File: config.mk
export PLATFORM = sky130hd
export DESIGN_NAME = fir_frame_buffer
export DESIGN_NICKNAME = d
export VERILOG_FILES = /design/src/rtl/fir_frame_buffer.sv
export SDC_FILE = /design/constraint.sdc
export NUM_CORES = 1
export LEC_CHECK = 0
export ABC_AREA = 0
export CAP_MARGIN = 20
export CORE_MARGIN = 4
export CORE_UTILIZATION = 50
export DETAILED_ROUTE_END_ITERATION = 8
export PLACE_DENSITY = 0.73
export SKIP_LAST_GASP = 1
export SYNTH_ARGS = -nofsm -noshare
export SYNTH_HDL_FRONTEND = slang
export SYNTH_SLANG_ARGS = --single-unit
File: constraint.sdc
create_clock -name clk -period 30.6 [get_ports clk]
set_clock_uncertainty 0.15 [all_clocks]
set_input_delay 6.12 -clock clk [delete_from_list [all_inputs] [get_ports clk]]
set_output_delay 6.12 -clock clk [all_outputs]
set_load 0.02 [all_outputs]
File: src/rtl/fir_frame_buffer.sv
// fir_frame_buffer: packs the FIR output stream into FRAME_LEN-sample frames
// for the downstream FFT. Two banks run ping-pong so filling continues while
// the FFT holds the previous frame; frames leave over a valid/ready handshake.
// Optional macro FRAME_BITREV_EN: store sample k at slot bitrev(k) instead of k.
module fir_frame_buffer #(
    parameter int DATA_W    = 16,
    parameter int FRAME_LEN = 16,
    parameter int LOG2_LEN  = 4
) (
    input  logic                          clk,
    input  logic                          rst,
    input  logic                          fir_valid,
    input  logic [DATA_W-1:0]             fir_d,
    input  logic                          frame_ready,
    output logic                          frame_valid,
    output logic [DATA_W*FRAME_LEN-1:0]   frame_data,
    output logic                          overflow
);

    logic [DATA_W-1:0]           bank0     [FRAME_LEN];
    logic [DATA_W-1:0]           bank1     [FRAME_LEN];
    logic [DATA_W-1:0]           bank0_nxt [FRAME_LEN];
    logic [DATA_W-1:0]           bank1_nxt [FRAME_LEN];
    logic [1:0]                  full, full_nxt;
    logic                        wr_bank, wr_bank_nxt;
    logic                        rd_bank, rd_bank_nxt;
    logic [LOG2_LEN-1:0]         wr_idx, wr_idx_nxt;
    logic [LOG2_LEN-1:0]         slot;
    logic                        overflow_nxt;
    logic                        frame_valid_nxt;
    logic [DATA_W*FRAME_LEN-1:0] frame_data_nxt;
    logic                        accept;
    logic                        handshake;

    // Map the arrival index to its storage slot.
    always_comb begin
`ifdef FRAME_BITREV_EN
        slot = '0;
        for (int b = 0; b < LOG2_LEN; b++) begin
            slot[b] = wr_idx[LOG2_LEN-1-b];
        end
`else
        slot = wr_idx;
`endif
    end

    // Next-state of banks, flags and pointers. Accept/drop decisions use the
    // pre-edge full flags, so a bank freed by a handshake is only writable
    // from the following cycle. The outputs are derived from the next state
    // so frame_valid/frame_data update on the edge that completes a frame.
    always_comb begin
        bank0_nxt   = bank0;
        bank1_nxt   = bank1;
        full_nxt    = full;
        wr_bank_nxt = wr_bank;
        rd_bank_nxt = rd_bank;
        wr_idx_nxt  = wr_idx;

        accept       = fir_valid && !full[wr_bank];
        handshake    = frame_valid && frame_ready;
        overflow_nxt = overflow || (fir_valid && full[wr_bank]);

        if (accept) begin
            if (wr_bank) bank1_nxt[slot] = fir_d;
            else         bank0_nxt[slot] = fir_d;
            if (wr_idx == LOG2_LEN'(FRAME_LEN - 1)) begin
                full_nxt[wr_bank] = 1'b1;
                wr_idx_nxt        = '0;
                wr_bank_nxt       = ~wr_bank;
            end else begin
                wr_idx_nxt = wr_idx + LOG2_LEN'(1);
            end
        end

        if (handshake) begin
            full_nxt[rd_bank] = 1'b0;
            rd_bank_nxt       = ~rd_bank;
        end

        frame_valid_nxt = full_nxt[rd_bank_nxt];
        frame_data_nxt  = '0;
        for (int i = 0; i < FRAME_LEN; i++) begin
            frame_data_nxt[i*DATA_W +: DATA_W] = rd_bank_nxt ? bank1_nxt[i] : bank0_nxt[i];
        end
    end

    // State and registered outputs; reset discards every frame.
    always_ff @(posedge clk or posedge rst) begin
        if (rst) begin
            for (int i = 0; i < FRAME_LEN; i++) begin
                bank0[i] <= '0;
                bank1[i] <= '0;
            end
            full        <= '0;
            wr_bank     <= 1'b0;
            rd_bank     <= 1'b0;
            wr_idx      <= '0;
            overflow    <= 1'b0;
            frame_valid <= 1'b0;
            frame_data  <= '0;
        end else begin
            bank0       <= bank0_nxt;
            bank1       <= bank1_nxt;
            full        <= full_nxt;
            wr_bank     <= wr_bank_nxt;
            rd_bank     <= rd_bank_nxt;
            wr_idx      <= wr_idx_nxt;
            overflow    <= overflow_nxt;
            frame_valid <= frame_valid_nxt;
            frame_data  <= frame_data_nxt;
        end
    end

endmodule
* After elaboration in Yosys (flattened, before gate mapping)
Cells that the tools add are included.
Word-level totals: register bits 778, input port bits 20, output and inout bits 258, word-level logic and storage cells 100
Operators by class: add/sub/neg operators 1, order comparisons 7, equal/unequal tests 1, muxes and demuxes 37, bitwise logic cells 6, reductions and logical operators 9
Operators by type and width (count):
- two-way mux 256 bit | 4
- bitwise mux 256 bit | 2
- two-way mux 16 bit | 17
- demux 16 bit (select 4 bit) | 1
- two-way mux 1 bit | 7
- logical AND 1 bit | 6
- less-than comparator 1 x 2 -> 1 bit, second input constant | 3
- two-way mux 2 bit | 3
- greater-or-equal comparator 5 bit, second input constant | 1
- less-than comparator 5 x 1 -> 1 bit, second input constant | 1
- inverter 4 -> 5 bit | 1
- adder 4 x 1 -> 4 bit, second input constant | 1
- equality test 4 bit, second input constant | 1
- two-way mux 4 bit | 1
- bitwise AND 2 bit | 1
- demux 1 bit (select 1 bit) | 2
- greater-or-equal comparator 1 bit, second input constant | 2
- inverter 1 bit | 2
- inverter 2 bit | 1
- OR 2 bit | 1
- AND reduction 2 bit | 1
- logical NOT 1 bit | 1
- logical OR 1 bit | 1

* Longest topological paths before layout
Gate-level depths: netlist of the first run.
depth in word-level cells 11, mapped depth 8, mapped depth without buffers 6

* Worst setup path before layout of the first run
Ideal clock, no wire load.
path kind in2reg, start input port fir_valid, end register bank1[102] in the netlist's numbering, library setup time 0.125 ns, arrival 7.432 ns, required time 30.325 ns, setup slack 22.894 ns, cell stages on the path 6, path through buf_2 > nand4b_1 > buf_4 > nor2_2 > buf_2 > mux2_2
RTL lines:
- start: declaration | line 12 | input logic fir_valid,
- end signal: assignment | line 103 | bank1 <= bank1_nxt;
- end: declaration | line 21 | logic [DATA_W-1:0] bank1 [FRAME_LEN];

* Final worst setup path of the first run
start input port frame_ready, end register frame_data[224]
Between the ends: word-level cells in the longest chain between the ends 3
Ends and longest elaborated chain:
- start: declaration | line 14 | input logic frame_ready,
- logical AND 1 bit | line 60 | handshake = frame_valid && frame_ready;
- two-way mux 1 bit | line 75 | if (handshake) begin
- two-way mux 16 bit | line 83 | frame_data_nxt[i*DATA_W +: DATA_W] = rd_bank_nxt ? bank1_nxt[i] : bank0_nxt[i];
- named net frame_data_nxt[224] | line 31 | logic [DATA_W*FRAME_LEN-1:0] frame_data_nxt;
- end signal: assignment | line 110 | frame_data <= frame_data_nxt;
- end: declaration | line 16 | output logic [DATA_W*FRAME_LEN-1:0] frame_data,
The timed path passes the listed nets, and every way through them passes these cells. A chain may end at the register's enable or synchronous reset.

==> results.md, run 1 <==
- Avg WL per Cell: 25.3 um
- Die area: 64200 sq um
- Static leakage: 0.0162 uW
- CTS Sinks: 778
- Max frequency: 108 MHz
- WP data arrival: 9.64 ns
- Final setup fails: 0
- Ant diodes: 0
- Hold Fails Final Rpt: 0
- Placed Cells: 3277
- Placer congestion estimate: 0.840
- DR vias/cell: 6.11
- Die height: 253 um
- Antenna violations before repair: 0
- Synth area leaders: dfrtp_1 (65%), mux2_2 (12%), o22ai_1 (4.6%), a21oi_1 (3.8%), o21ai_0 (3.5%)
- CTS max path bufs: 3
- Num rows: 89
- Synthesized area per cell: 12.7 sq um
- Post-synth EDFFs: 0
- Share of cells above drive strength 1: 0.215
- Worst setup EP type: register
- #FFs+latches synth: 778
- Synth warnings: 0
- Worst Setup Start Kind: input port
- TritonCTS clock tree: yes
- PostCTS Resize Cnt: 0
- Crit-path max FO: 45
- Synthesized instance count: 2368
- Worst relative slew slack: 0.226
- Final Cycle Share: 0.302
- ANT nets after route: 0
- Post-CTS Setup Inserts: 0
- Final core utilization: 0.611
- Worst min path class: reg -> reg
- Nets: 2618
- Crit path kind: in -> reg
- Synth top area share: 0.646
- GRT Residual Overflow: 0
- First-pass GRT wire length: 131000 um
- Detailed Place HPWL: 55700 um
- I/O pin count: 278
- Slew Limit Fails: 0
- Cell taking the most area after synthesis: dfrtp_1
- Chip Width: 253 um
- Fin cells: 3422
- Worst skew pair latency: 0.61 ns
- Fin Hold WS: 0.330 ns
- Core Area: 59400 sq um
- Layout fillers: 4449
- Largest net degree at the start of global routing: 208
- Area Overhead vs Synth: 20.3%
- Post-synthesis async set-or-reset flop share: 1.00
- CP Data Required Time: 31.00 ns
- # port buffers: 277
- Register area share after synthesis: 0.646
- DRC Markers: 0
- Via count: 20900
- Status: finished clean
- Netlist cell types: 58
- RSZ-0062 raised after global routing: no
- Vias in the first global route: 21400
- Root buffer cell: clkbuf_16
- Post-layout minimum cycle time: 9.24 ns
- H-Tree Depth: 3
- Count leader, synth: dfrtp_1
- VDD IR max: 72.6 uV
- Post-synth top flop: dfrtp_1
- 1st-iter DRT viols: 1878
- Power density over the cells: 118 nW/um^2
- Post-Syn Nets: 2392
- Setup_tns: 0 ns
- Post-Route WL: 86700 um
- Post-synth top cells: dfrtp_1 (778), mux2_2 (310), a21oi_1 (231)
- Cell area after synthesis: 30100 sq um
- Post-CTS Hold Fix Bufs: 0
- Starting Density: 0.508
- Total track usage: 0.268
- TritonCTS Buffers: 77
- Slew of the pin with the lowest slew margin: 1.16 ns
- Max-cap viol count: 0
- Drt first pass iters: 6
- Clock-pin slew on the worst setup and hold paths: 0.06 ns
logic make-up after synthesis:
logic type,synth area share
compound gates,0.148
xor+xnor,0.000291
fa+ha+maj,0.00166
buf+inv,0.0356
flops,0.646
mux,0.120
simple gates,0.0478
metal layers:
metal	up-vias	global-route usage	wire (um)	share of wire
met5	-	0	0	0
met4	0	0.0881	2840	0.033
met3	183	0.0583	6590	0.076
met2	933	0.434	42100	0.49
met1	10800	0.365	35100	0.41
li1	8986	-	-	-
state kept, by name, summed over array words and instances (netlist names):
name and flops:
bank0 256, slot 4, frame_valid 1, overflow 1, wr_bank 1, bank1 256, rd_bank 1, full 2
frame_data 256
cells in the final DEF (no fill, tap or decap), types with 6 or more instances in the layout:
cell type and n:
dfrtp_1 778, mux2_2 310, clkdlybuf4s50_1 277, a21oi_1 231, nand2_1 224, o22ai_1 216
o21ai_0 211, clkbuf_16 81, buf_4 49, o32ai_1 32, clkbuf_1 19, clkinv_1 16
or3_1 16, o221a_2 16, clkbuf_8 16, nor2_2 12, clkinv_2 11, a21oi_2 10
buf_16 10, nand2b_1 6, nand3_1 6, o22ai_2 6, bufinv_16 6, buf_8 6
worst paths after layout:
kind                                       start                        end  slack (ns)  depth (start not counted)
setup / recovery                     frame_ready  frame_data[224]$_DFF_PP0_       21.36                          6
hold / removal               bank1[94]$_DFF_PP0_        bank1[94]$_DFF_PP0_        0.33                          2
setup reg to reg           frame_valid$_DFF_PP0_  frame_data[224]$_DFF_PP0_       26.95                          5
hold reg to reg              bank1[94]$_DFF_PP0_        bank1[94]$_DFF_PP0_        0.33                          2
max in group asynchronous                    rst        bank1[24]$_DFF_PP0_       22.15                          5
min in group asynchronous                    rst   frame_data[36]$_DFF_PP0_        5.95                          2
layout make-up:
cell class                 count  area, sq um  area share
tap                          773          967      0.0267
timing repair buffer         343         3530      0.0973
multi-input combinational   1372         9630       0.266
clock buffer                 116         2320      0.0640
sequential                   778        19500       0.537
inverter                      22         90.1     0.00249
clock inverter                18          244     0.00673
critical path, stage by stage:
cell and delay (ns):
clkdlybuf4s50_1 0.51, and3b_1 0.53, nor2_8 0.88, inv_2 0.50, nand2b_1 0.69, o221a_2 0.35
metrics by stage:
step	cell area (sq um)	setup WS (ns)	total power (uW)
floorplan	30100	2.49	2650
global placement	33300	20.94	3240
detailed placement	33400	20.83	3300
CTS	36000	21.45	4280
global route	36200	21.27	4490
finish	36200	21.36	4280
power breakdown:
group | internal, uW | total [uW] | switching, uW
registers | 1480 | 1750 | 266
clock network | 572 | 956 | 384
logic | 688 | 1570 | 887
total | 2740 | 4280 | 1540
No activity file was read; power rests on OpenSTA's default activity.
==> run 2: changes to the inputs <==
==> constraint.sdc (replaced) <==
create_clock -name clk -period 9 [get_ports clk]
set_clock_uncertainty 0.15 [all_clocks]
set_input_delay 1.8 -clock clk [delete_from_list [all_inputs] [get_ports clk]]
set_output_delay 1.8 -clock clk [all_outputs]
set_load 0.02 [all_outputs]
==> run 2 against run 1 <==
Net effect: critical path depth fell by 1; register-to-register slack got worse by 22 ns; via count rose by 0.73%; sequential share of layout area rose by 0.26 points; sequential power rose to 3.4 times the previous value; core utilization fell by 0.30 points; sequential cell count did not move; die area did not move; critical path type unchanged; cell area fell by 0.48%; largest cell class unchanged.
==> results.md, run 2 (synthesis gave the netlist of run 1 again) <==
- Hold Path Depth: 2
- Post-layout minimum cycle time: 4.93 ns
- Vias in the first global route: 21500
- Final core utilization: 0.608
- Detailed Place HPWL: 58100 um
- Slew of the pin with the lowest slew margin: 1.16 ns
- Die area: 64200 sq um
- H-Tree Depth: 3
- CTS Sinks: 778
- PostCTS Resize Cnt: 0
- FF-to-FF path depth: 4
- P_int: 9250 uW
- Largest net degree at the start of global routing: 179
- Worst setup EP type: register
- Antenna violations before repair: 1
- Switching Share: 0.361
- Via count: 21100
- Avg WL per Cell: 26.5 um
- VDD IR max: 222 uV
- Top flop regs: bank0: 256 flops, bank1: 256 flops, frame_data: 256 flops
- RSZ-0062 raised after global routing: no
- ANT nets after route: 0
- 1st-iter DRT viols: 1873
- Crit path largest cell delay: 0.87 ns
- CTS max path bufs: 3
- Total track usage: 0.282
- DRC Markers: 0
- TritonCTS clock tree: yes
- # port buffers: 277
- Slowest stage cell on the critical path: mux2i_4
- Worst skew pair latency: 0.62 ns
- Worst min path class: reg -> reg
- Nets: 2621
- Post-CTS Setup Inserts: 0
- Worst Setup Start Kind: input port
- Critical-path cell list: clkdlybuf4s50_1, nor4b_1, nand2_1, mux2i_4, a21oi_1
- Post-CTS Hold Fix Bufs: 0
- First-pass GRT wire length: 137000 um
- Clk pwr share: 0.221
- TritonCTS Buffers: 78
- Max frequency: 203 MHz
- Comb power frac: 0.365
- Num rows: 89
- Share of cells above drive strength 1: 0.218
- GRT Residual Overflow: 0
- Reg power frac: 0.414
- WP data arrival: 5.25 ns
- Layout fillers: 4526
- Final Cycle Share: 0.548
- Post-Route WL: 90800 um
- Power density over the cells: 402 nW/um^2
- Root buffer cell: clkbuf_16
- Placer congestion estimate: 0.875
- Starting Density: 0.508
- Post-route cell area: 36100 sq um
- Commonest non-fill, non-tap cell in the layout: dfrtp_1
- Status: finished clean
- Hold Fails Final Rpt: 0
- Placed inst area: 33500 sq um
- Commonest non-fill, non-tap cells in the layout: dfrtp_1 (778), mux2_2 (310), clkdlybuf4s50_1 (277)
- Area Overhead vs Synth: 19.7%
- Chip Width: 253 um
- Clock-pin slew on the worst setup and hold paths: 0.06 ns
- Die height: 253 um
- Final setup fails: 0
- Crit-path max FO: 33
- Max-cap viol count: 0
- Slew Limit Fails: 0
- I/O pin count: 278
- Psw: 5230 uW
- Static leakage: 0.0162 uW
- DR vias/cell: 6.15
- Worst relative slew slack: 0.228
- Crit path kind: in -> reg
- Drt first pass iters: 6
- CP Data Required Time: 9.32 ns
- Core Area: 59400 sq um
-- run 2: cell types whose count changed in the layout (fill, tap and decap cells not counted), moves of 2 or more --
cell,change
clkinvlp_4,+3
clkbuf_8,+4
buf_8,-5
bufinv_16,-4
clkbuf_1,-5
clkbuf_16,+2
buf_4,+12
buf_16,-9
buf_12,+2
-- run 2: critical path: cells and delay by family --
family / cells / cell delay [ns]
AND/OR/NAND/NOR: 2 / 1.58
AO/OA/AOI/OAI: 1 / 0.18
multiplexers: 1 / 0.87
buffers and inverters: 1 / 0.81
-- run 2: layer usage --
layer  track usage  part of all wire  vias up
met5             0                 0        -
met4         0.121             0.051        0
met3        0.0582             0.079      216
met2         0.460              0.48     1026
met1         0.370              0.39    10800
li1              -                 -     8984
-- run 2: layout make-up --
class	instances	area (sq um)	area share
Clock inverter	17	159	0.00441
Tap cell	773	967	0.0268
Clock buffer	116	2380	0.0660
Antenna cell	1	2.50	0.0000694
Multi-Input combinational cell	1372	9640	0.267
Timing Repair Buffer	345	3370	0.0934
Inverter	22	86.3	0.00239
Sequential cell	778	19500	0.540
-- run 2: worst paths after layout --
| check | startpoint | endpoint | slack (ns) |
|---|---|---|---|
| worst max-delay path | fir_valid | frame_data[15]$_DFF_PP0_ | 4.07 |
| worst min register to register | bank0[64]$_DFF_PP0_ | bank0[64]$_DFF_PP0_ | 0.33 |
| max in group asynchronous | rst | bank1[25]$_DFF_PP0_ | 5.09 |
| worst min-delay path | bank0[64]$_DFF_PP0_ | bank0[64]$_DFF_PP0_ | 0.33 |
| min in group asynchronous | rst | bank0[211]$_DFF_PP0_ | 1.57 |
| worst max register to register | wr_bank$_DFFE_PP0P_ | frame_data[15]$_DFF_PP0_ | 5.45 |
-- run 2: power by group through the flow --
stage	registers (uW)	logic (uW)	clock network (uW)
floorplan	6290	2730	0
global placement	5960	5100	0
detailed placement	6020	5230	0
CTS	5990	5270	3240
global route	6120	5690	3390
finish	5990	5290	3200
-- run 2: stage by stage --
step                hold WS, ns  power, uW  cells  setup TNS (ns)  worst slack, ns
floorplan                 0.300       9020   2368        -2818.70            -3.62
global placement          0.312      11100   3286               0             3.69
detailed placement        0.321      11300   3287               0             3.61
CTS                       0.334      14500   3420               0             4.26
global route              0.349      15200   3424               0             3.92
finish                    0.328      14500   3424               0             4.07
